### src/rtl/bnn_pkg.sv
// Shared types and constants for the BNN sequencer: FSM encoding, layer codes
// and the default network dimensions.
package bnn_pkg;

  localparam int N_IN     = 16;
  localparam int N_HID    = 4;
  localparam int N_OUT    = 4;
  localparam int SCORE_W  = 5;
  localparam int HID_THR  = 8;
  localparam int CLS_W    = 3;
  localparam int HID_IDX_W = $clog2(N_HID);

  localparam logic LAYER_HID = 1'b0;
  localparam logic LAYER_OUT = 1'b1;

  typedef enum logic [1:0] {
    ST_IDLE = 2'd0,
    ST_HID  = 2'd1,
    ST_OUT  = 2'd2,
    ST_DONE = 2'd3
  } state_e;

endpackage

### src/rtl/bnn_argmax_tracker.sv
// Running argmax over the output-layer scores. Strict greater-than keeps the
// lowest index on ties; the first score after clear always loads.
module bnn_argmax_tracker
  import bnn_pkg::*;
(
  input  logic               clk,
  input  logic               rst_n,
  input  logic               en,
  input  logic               clear,
  input  logic               valid,
  input  logic [CLS_W-1:0]   idx,
  input  logic [SCORE_W-1:0] score,
  output logic [CLS_W-1:0]   max_idx,
  output logic [SCORE_W-1:0] max_score
);

  logic loaded;

  always_ff @(posedge clk or negedge rst_n) begin
    if (!rst_n) begin
      loaded    <= 1'b0;
      max_idx   <= '0;
      max_score <= '0;
    end else if (en) begin
      if (clear) begin
        loaded    <= 1'b0;
        max_idx   <= '0;
        max_score <= '0;
      end else if (valid && (!loaded || score > max_score)) begin
        loaded    <= 1'b1;
        max_idx   <= idx;
        max_score <= score;
      end
    end
  end

endmodule

### src/rtl/bnn_seq_ctrl.sv
// Sequencer for the BNN: captures one feature vector per request and walks the
// shared XNOR-popcount datapath over the hidden, then the output neurons.
//
// state   | meaning
// --------+-------------------------------------------------------------
// ST_IDLE | waiting for start; datapath request idle
// ST_HID  | requesting hidden neuron dp_idx on the captured features
// ST_OUT  | requesting output neuron dp_idx on the hidden activations
// ST_DONE | one-cycle done pulse; class_out loads the argmax result
module bnn_seq_ctrl
  import bnn_pkg::*;
(
  input  logic               clk,
  input  logic               rst_n,
  input  logic               ena,
  input  logic               start,
  input  logic [N_IN-1:0]    features_in,
  output logic               busy,
  output logic               done,
  output logic [CLS_W-1:0]   class_out,
  output logic [N_HID-1:0]   hidden_act,
  output logic [1:0]         state_out,
  output logic               dp_valid,
  output logic               dp_layer,
  output logic [CLS_W-1:0]   dp_idx,
  output logic [N_IN-1:0]    dp_vec,
  input  logic               dp_ready,
  input  logic [SCORE_W-1:0] dp_score
);

  state_e             state;
  logic [N_HID-1:0]   hid_nxt;
  logic [CLS_W-1:0]   arg_idx;
  logic [SCORE_W-1:0] arg_score;
  logic               arg_clear;
  logic               arg_valid;

  assign state_out = state;
  assign arg_clear = (state == ST_IDLE) && start;
  assign arg_valid = (state == ST_OUT) && dp_ready;

  // Activations including the neuron being accepted this cycle, so the
  // output-layer operand sees the final hidden vector on its first request.
  always_comb begin
    hid_nxt = hidden_act;
    hid_nxt[dp_idx[HID_IDX_W-1:0]] = (dp_score >= SCORE_W'(HID_THR));
  end

  bnn_argmax_tracker u_argmax (
    .clk       (clk),
    .rst_n     (rst_n),
    .en        (ena),
    .clear     (arg_clear),
    .valid     (arg_valid),
    .idx       (dp_idx),
    .score     (dp_score),
    .max_idx   (arg_idx),
    .max_score (arg_score)
  );

  always_ff @(posedge clk or negedge rst_n) begin
    if (!rst_n) begin
      state      <= ST_IDLE;
      busy       <= 1'b0;
      done       <= 1'b0;
      class_out  <= '0;
      hidden_act <= '0;
      dp_valid   <= 1'b0;
      dp_layer   <= LAYER_HID;
      dp_idx     <= '0;
      dp_vec     <= '0;
    end else if (ena) begin
      unique case (state)
        ST_IDLE: begin
          if (start) begin
            state    <= ST_HID;
            busy     <= 1'b1;
            dp_valid <= 1'b1;
            dp_layer <= LAYER_HID;
            dp_idx   <= '0;
            dp_vec   <= features_in;
          end
        end
        ST_HID: begin
          if (dp_ready) begin
            hidden_act <= hid_nxt;
            if (dp_idx == CLS_W'(N_HID - 1)) begin
              state    <= ST_OUT;
              dp_layer <= LAYER_OUT;
              dp_idx   <= '0;
              dp_vec   <= N_IN'(hid_nxt);
            end else begin
              dp_idx <= dp_idx + CLS_W'(1);
            end
          end
        end
        ST_OUT: begin
          if (dp_ready) begin
            if (dp_idx == CLS_W'(N_OUT - 1)) begin
              state    <= ST_DONE;
              dp_valid <= 1'b0;
              busy     <= 1'b0;
              done     <= 1'b1;
            end else begin
              dp_idx <= dp_idx + CLS_W'(1);
            end
          end
        end
        ST_DONE: begin
          done      <= 1'b0;
          // an all-zero score set resolves to class 0
          class_out <= (arg_score == '0) ? '0 : arg_idx;
          state     <= ST_IDLE;
        end
        default: state <= ST_IDLE;
      endcase
    end
  end

endmodule

### config.mk
export PLATFORM = sky130hd
export DESIGN_NAME = bnn_seq_ctrl
export DESIGN_NICKNAME = d
export VERILOG_FILES = /design/src/rtl/bnn_pkg.sv /design/src/rtl/bnn_argmax_tracker.sv /design/src/rtl/bnn_seq_ctrl.sv
export SDC_FILE = /design/constraint.sdc
export NUM_CORES = 1
export LEC_CHECK = 0
export CORE_MARGIN = 2
export CORE_UTILIZATION = 51
export DETAILED_ROUTE_END_ITERATION = 10
export PLACE_DENSITY = 0.8
export SYNTH_ARGS = -nofsm -noshare
export SYNTH_HDL_FRONTEND = slang
export SYNTH_SLANG_ARGS = --single-unit
### constraint.sdc
create_clock -name clk -period 3.5 [get_ports clk]
set_input_delay 0.7 -clock clk [delete_from_list [all_inputs] [get_ports clk]]
set_output_delay 0.7 -clock clk [all_outputs]
set_load 0.01 [all_outputs]
==> results of run 1 <==
## flip-flops by register name, indices dropped and copies added (netlist names)
name,cells
u_argmax.max_idx,3
u_argmax.loaded,1
dp_valid,1
dp_idx,3
dp_vec,16
dp_layer,1
hidden_act,4
class_out,3
state_out,2
u_argmax.max_score,5
done,1
## layer usage
metal,share of wire [%],vias to the layer above,routed length [microns],track usage (%)
met4,1.4,0,62,6.75
li1,-,805,-,-
met3,4.9,6,225,6.09
met2,50,38,2280,36.5
met1,44,794,2020,28.6
met5,0,-,0,0
## Yosys cell counts (2+ instances only)
cell type	instances	area (sq um)
mux2_2	2	22.5
nand2_1	30	113
a221oi_1	4	35.0
a21oi_1	4	20.0
nand3_1	6	30.0
a21boi_0	2	15.0
buf_2	4	20.0
clkbuf_1	3	11.3
ha_1	16	200
nor2_1	2	7.51
mux2i_1	15	150
inv_1	20	75.1
a22o_1	13	114
a21o_1	5	37.5
o21ai_0	12	60.1
nand2b_1	3	18.8
dfrtp_1	40	1000
## worst paths after layout
| check | cells past startpoint | startpoint | to | slack (ns) |
|---|---|---|---|---|
| max in group asynchronous | 1 | rst_n | state_out[1] | 2.43 |
| worst min register to register | 1 | dp_vec[2] | dp_vec[2] | 0.48 |
| worst max-delay path | 5 | dp_score[4] | u_argmax.max_score[0] | 1.10 |
| worst max register to register | 6 | dp_idx[1] | state_out[1] | 1.52 |
| worst min-delay path | 1 | dp_vec[2] | dp_vec[2] | 0.48 |
| min in group asynchronous | 1 | rst_n | u_argmax.max_idx[2] | 0.51 |
## cell type report
class                           instances  share of cell area (%)
Sequential cell                        40                    35.5
Clock inverter                          1                    1.07
Inverter                               20                    2.66
Multi-Input combinational cell        130                    34.5
Timing Repair Buffer                   59                    20.6
Clock buffer                            7                    3.42
Tap cell                               50                    2.22
## logic make-up after synthesis
logic type | after synthesis | synth area share, %
DFF | 40 | 47.9
AOI/OAI and AO/OA | 47 | 17.4
adders and majority gates | 16 | 9.59
and+or+nand+nor | 50 | 11.4
buffers and inverters | 28 | 5.45
muxes | 17 | 8.27
## critical path: stages
cell             delay (ns)
clkdlybuf4s50_1        0.45
ha_1                   0.35
and2_4                 0.18
o41ai_4                0.66
mux2i_1                0.27
## metrics by stage
stage / cell area, sq um / cells / hold WS (ns) / utilization, %
5_1_grt: 2820 / 307 / 0.505 / 71.0
4_1_cts: 2820 / 307 / 0.488 / 71.0
3_3_place_gp: 2690 / 299 / 0.461 / 67.8
6_report: 2820 / 307 / 0.484 / 71.0
3_5_place_dp: 2690 / 299 / 0.465 / 67.8
2_1_floorplan: 2090 / 198 / 0.404 / -
## power groups by stage
stage | logic (mW) | registers (mW) | clock network, mW
after detailed placement | 1.07 | 0.797 | 0
after global routing | 1.17 | 0.818 | 0.442
after floorplan | 0.528 | 0.847 | 0
after global placement | 1.04 | 0.794 | 0
final | 1.05 | 0.792 | 0.408
after CTS | 1.07 | 0.792 | 0.414
==> flow_metrics.tcl, run 1 <==
set metrics [dict create \
    slew_headroom_pct 42.1 \
    tns_ns 0 \
    rsz0062_at_grt "false" \
    dr.pass1.iters 4 \
    cts-root-buf "clkbuf_8" \
    pre_cts_slack_ns 0.782 \
    slew_violations 0 \
    viasPerCell 5.35 \
    initial_utilization_pct 52.6 \
    fmax_ghz 0.416 \
    synth_area_sq_mm 0.00209 \
    cts_post_setup_buffers_inserted 0 \
    diodes 0 \
    core-area_sq_mm 0.00397 \
    multi_input_area_sq_um 973 \
    seqPwrFrac_pct 35.1 \
    cts_made_buffers 5 \
    drt-total-wl_mm 4.59 \
    async_flop_share_pct 100 \
    layout_common_cells "56 x clkdlybuf4s50_1, 40 x dfrtp_1, 30 x nand2_1" \
    avgSynthCellArea_sq_um 10.5 \
    cts_resized 0 \
    switching_share_pct 34.9 \
    end_kind "register" \
    die_h_microns 68.0 \
    p_total_mw 2.25 \
    leakage_nw 1.36 \
    ir_drop_uv 429 \
    syn-num-nets 240 \
    vias 1643 \
    setup_ws_ns 1.10 \
    worstHoldPathType "reg2reg" \
    grt_max_degree 41 \
    grt_pass1_vias 1588 \
    finalHoldViolCount 0 \
    switchingPower_uw 786 \
    num_rows 23 \
    grt_usage_pct 22.2 \
    p_comb_share_pct 46.8 \
    worstPathMaxFanout 8 \
    required_ns 3.71 \
    die_w_microns 68.0 \
    wl_per_cell_microns 14.9 \
    dr.first_iter.drc_count 93 \
    fin_crit_sh_pct 68.6 \
    fill_cells 312 \
    gp_congestion 0.903 \
    clock_sinks 40 \
    arrival_ns 2.61 \
    synth-seq-cells 40 \
    fin_skew_ns 0.00589 \
    grt_antenna_before_repair 0 \
    fin_crit_ns 2.40 \
    yosys_warnings 0 \
    grt_overflow 0 \
    start_kind "input pin" \
    synth_edf_count 0 \
    cts_hold_buf 0 \
    setup_viol 0 \
    pin_count 58 \
    criticalPathCategory "in2reg" \
    grt_pass1_wl_mm 7.47 \
    seq_area_sq_mm 0.00100 \
    p_clk_share_pct 18.1 \
    path_clk_slew_ns 0.08 \
    ant_nets 0 \
    synthDistinctLibCells 34 \
    die-area_sq_mm 0.00462 \
    synth_cells 198 \
    io_buffers 57 \
    status "complete, no violations" \
    cts_tree "built" \
    clk_latency_ns 0.29 \
    area_delta_synth_final_pct 35.0 \
    tightest_slew_ns 0.868 \
    hpwl_mm 3.45 \
    drc 0 \
    synth_seq_area_share_pct 47.9 \
    p_int_mw 1.47 \
    cap_violations 0 \
    p_per_area_mw_per_mm2 800 \
    clockBufferDepth 2 \
    final_common_cell "clkdlybuf4s50_1" \
    fin_nets 298 \
    ys.flop_type "dfrtp_1" \
    drive_gt1_share_pct 7.78 \
    htreeDepth 2 \
]
Note: power is estimated with default switching activity, not from simulation.
==> run 2: changes to the inputs <==
CORE_UTILIZATION = 48   (was 51)
PLACE_DENSITY = 0.76   (was 0.8)
clock period = 2.5 ns   (was 3.5 ns; I/O delays follow)
==> run 2 against run 1 <==
  * Routed wire length fell by 1.8%
  * Critical path type unchanged
  * Final area fell by 0.27%
  * Sequential power rose by 40%
  * Clock-buffer cell count fell by 2
  * Critical endpoint unchanged
  * Power rose by 38%
  * Highest routed layer unchanged
  * Setup slack got worse by 0.81 ns
  * First-iteration DRC count fell by 25%
  * Critical path depth did not move
  * Largest cell class unchanged
  * Flip-flop and latch count did not move
==> flow_metrics.tcl, run 2 (synthesis gave the netlist of run 1 again) <==
set metrics [dict create \
    slew_headroom_pct 40.8 \
    ir_drop_uv 691 \
    start_kind "input pin" \
    cts_resized 0 \
    setup_viol 0 \
    finalHoldViolCount 0 \
    cts_post_setup_buffers_inserted 0 \
    dr.pass1.iters 4 \
    cap_violations 0 \
    dr.first_iter.drc_count 70 \
    multi_input_area_sq_um 973 \
    fin_crit_sh_pct 88.6 \
    grt_antenna_before_repair 0 \
    ant_nets 0 \
    io_buffers 57 \
    clock_sinks 40 \
    core-area_sq_mm 0.00409 \
    end_kind "register" \
    pre_cts_slack_ns -0.0397 \
    initial_utilization_pct 51.1 \
    p_total_mw 3.10 \
    leakage_nw 1.36 \
    diodes 0 \
    arrival_ns 2.43 \
    grt_pass1_wl_mm 7.59 \
    drc 0 \
    final_common_cell "clkdlybuf4s50_1" \
    htreeDepth 2 \
    r2r_end "u_argmax.max_score[0]" \
    worstPathCellList "clkdlybuf4s50_1 -> ha_1 -> and2_4 -> o41ai_4 -> mux2i_1" \
    wl_per_cell_microns 14.6 \
    layout_common_cells "56 x clkdlybuf4s50_1, 40 x dfrtp_1, 30 x nand2_1" \
    path_clk_slew_ns 0.08 \
    slew_violations 0 \
    vias 1611 \
    r2r_slack_ns 0.52 \
    p_per_area_mw_per_mm2 1100 \
    area_delta_synth_final_pct 34.6 \
    grt_pass1_vias 1615 \
    fin_skew_ns 0.00419 \
    clk_latency_ns 0.29 \
    tightest_slew_ns 0.887 \
    grt_overflow 0 \
    top_register "dp_vec" \
    worstPathMaxFanout 8 \
    rsz0062_at_grt "false" \
    seq_area_sq_mm 0.00100 \
    drt-total-wl_mm 4.51 \
    grt_max_degree 41 \
    fin_crit_ns 2.22 \
    dp.cells 300 \
    cts_hold_buf 0 \
    slowest_delay_ns 0.68 \
    cts-root-buf "clkbuf_8" \
    worstHoldPathType "in2async" \
    fmax_ghz 0.451 \
    status "complete, no violations" \
    stdcell_count 308 \
    fill_cells 326 \
    reg_top3 "dp_vec x16, u_argmax.max_score x5, hidden_act x4" \
    grt_usage_pct 19.6 \
    gp_congestion 0.837 \
    fin_nets 299 \
    cts_tree "built" \
    setup_ws_ns 0.284 \
    r2r-start "u_argmax.max_score[2]" \
    worstRegToRegCells 6 \
    required_ns 2.71 \
    criticalPathCategory "in2reg" \
    pin_count 58 \
    cts_made_buffers 5 \
    crit_slowest_cell "o41ai_4" \
    clockBufferDepth 2 \
    largest_reg_flops 16 \
    die_h_microns 70.0 \
    viasPerCell 5.23 \
    die-area_sq_mm 0.00489 \
    drive_gt1_share_pct 8.14 \
    die_w_microns 70.0 \
    num_rows 23 \
    hpwl_mm 3.37 \
]
run 2: how the worst max path moves through the flow:
stage,start,to,cells after the start
2_1_floorplan,dp_score[4],u_argmax.max_idx[0],4
3_3_place_gp,dp_score[4],u_argmax.max_idx[2],5
3_5_place_dp,dp_score[4],u_argmax.max_score[0],5
4_1_cts,dp_score[4],u_argmax.max_score[0],5
5_1_grt,dp_score[4],u_argmax.max_score[0],5
6_report,dp_score[4],u_argmax.max_score[0],5
run 2: cell type report:
cell class                 instances  share of cell area [%]
sequential                        40                    35.6
inverter                          20                    2.67
multi-input combinational        130                    34.6
clock buffer                       5                    2.45
timing repair buffer              60                    20.9
clock inverter                     3                    1.51
tap                               50                    2.23
run 2: power breakdown:
| part | total, mW | internal (mW) | switching [mW] |
|---|---|---|---|
| logic | 1.47 | 0.786 | 0.685 |
| clock network | 0.521 | 0.295 | 0.226 |
| registers | 1.11 | 0.917 | 0.193 |
run 2: critical path: cells and delay by family:
| family | cells | cell delay [ns] |
|---|---|---|
| buffers and inverters | 1 | 0.45 |
| and+or+nand+nor | 1 | 0.18 |
| adders and majority gates | 1 | 0.35 |
| AOI/OAI and AO/OA | 1 | 0.68 |
| muxes | 1 | 0.27 |
run 2: metal layers:
| metal | vias up | track usage [%] | share of wire, % |
|---|---|---|---|
| met4 | 0 | 5.56 | 1.2 |
| met5 | - | 0 | 0 |
| li1 | 807 | - | - |
| met1 | 757 | 25.3 | 47 |
| met2 | 40 | 31.7 | 46 |
| met3 | 7 | 6.35 | 6.4 |
run 2: through the flow:
step / utilization (%) / area (sq um) / setup TNS [ns] / hold WS, ns
finish: 68.8 / 2810 / 0 / 0.324
global route: 68.8 / 2810 / 0 / 0.400
CTS: 68.8 / 2810 / 0 / 0.353
detailed placement: 66.1 / 2700 / -0.163 / 0.467
global placement: 66.1 / 2700 / 0 / 0.462
floorplan: - / 2090 / 0 / 0.204
==> run 3: changes to the inputs <==
ABC_CLOCK_PERIOD_IN_PS = 2500   (was not set)
==> results of run 3 <==
The final DEF is identical to that of run 2; final timing and power are the same.
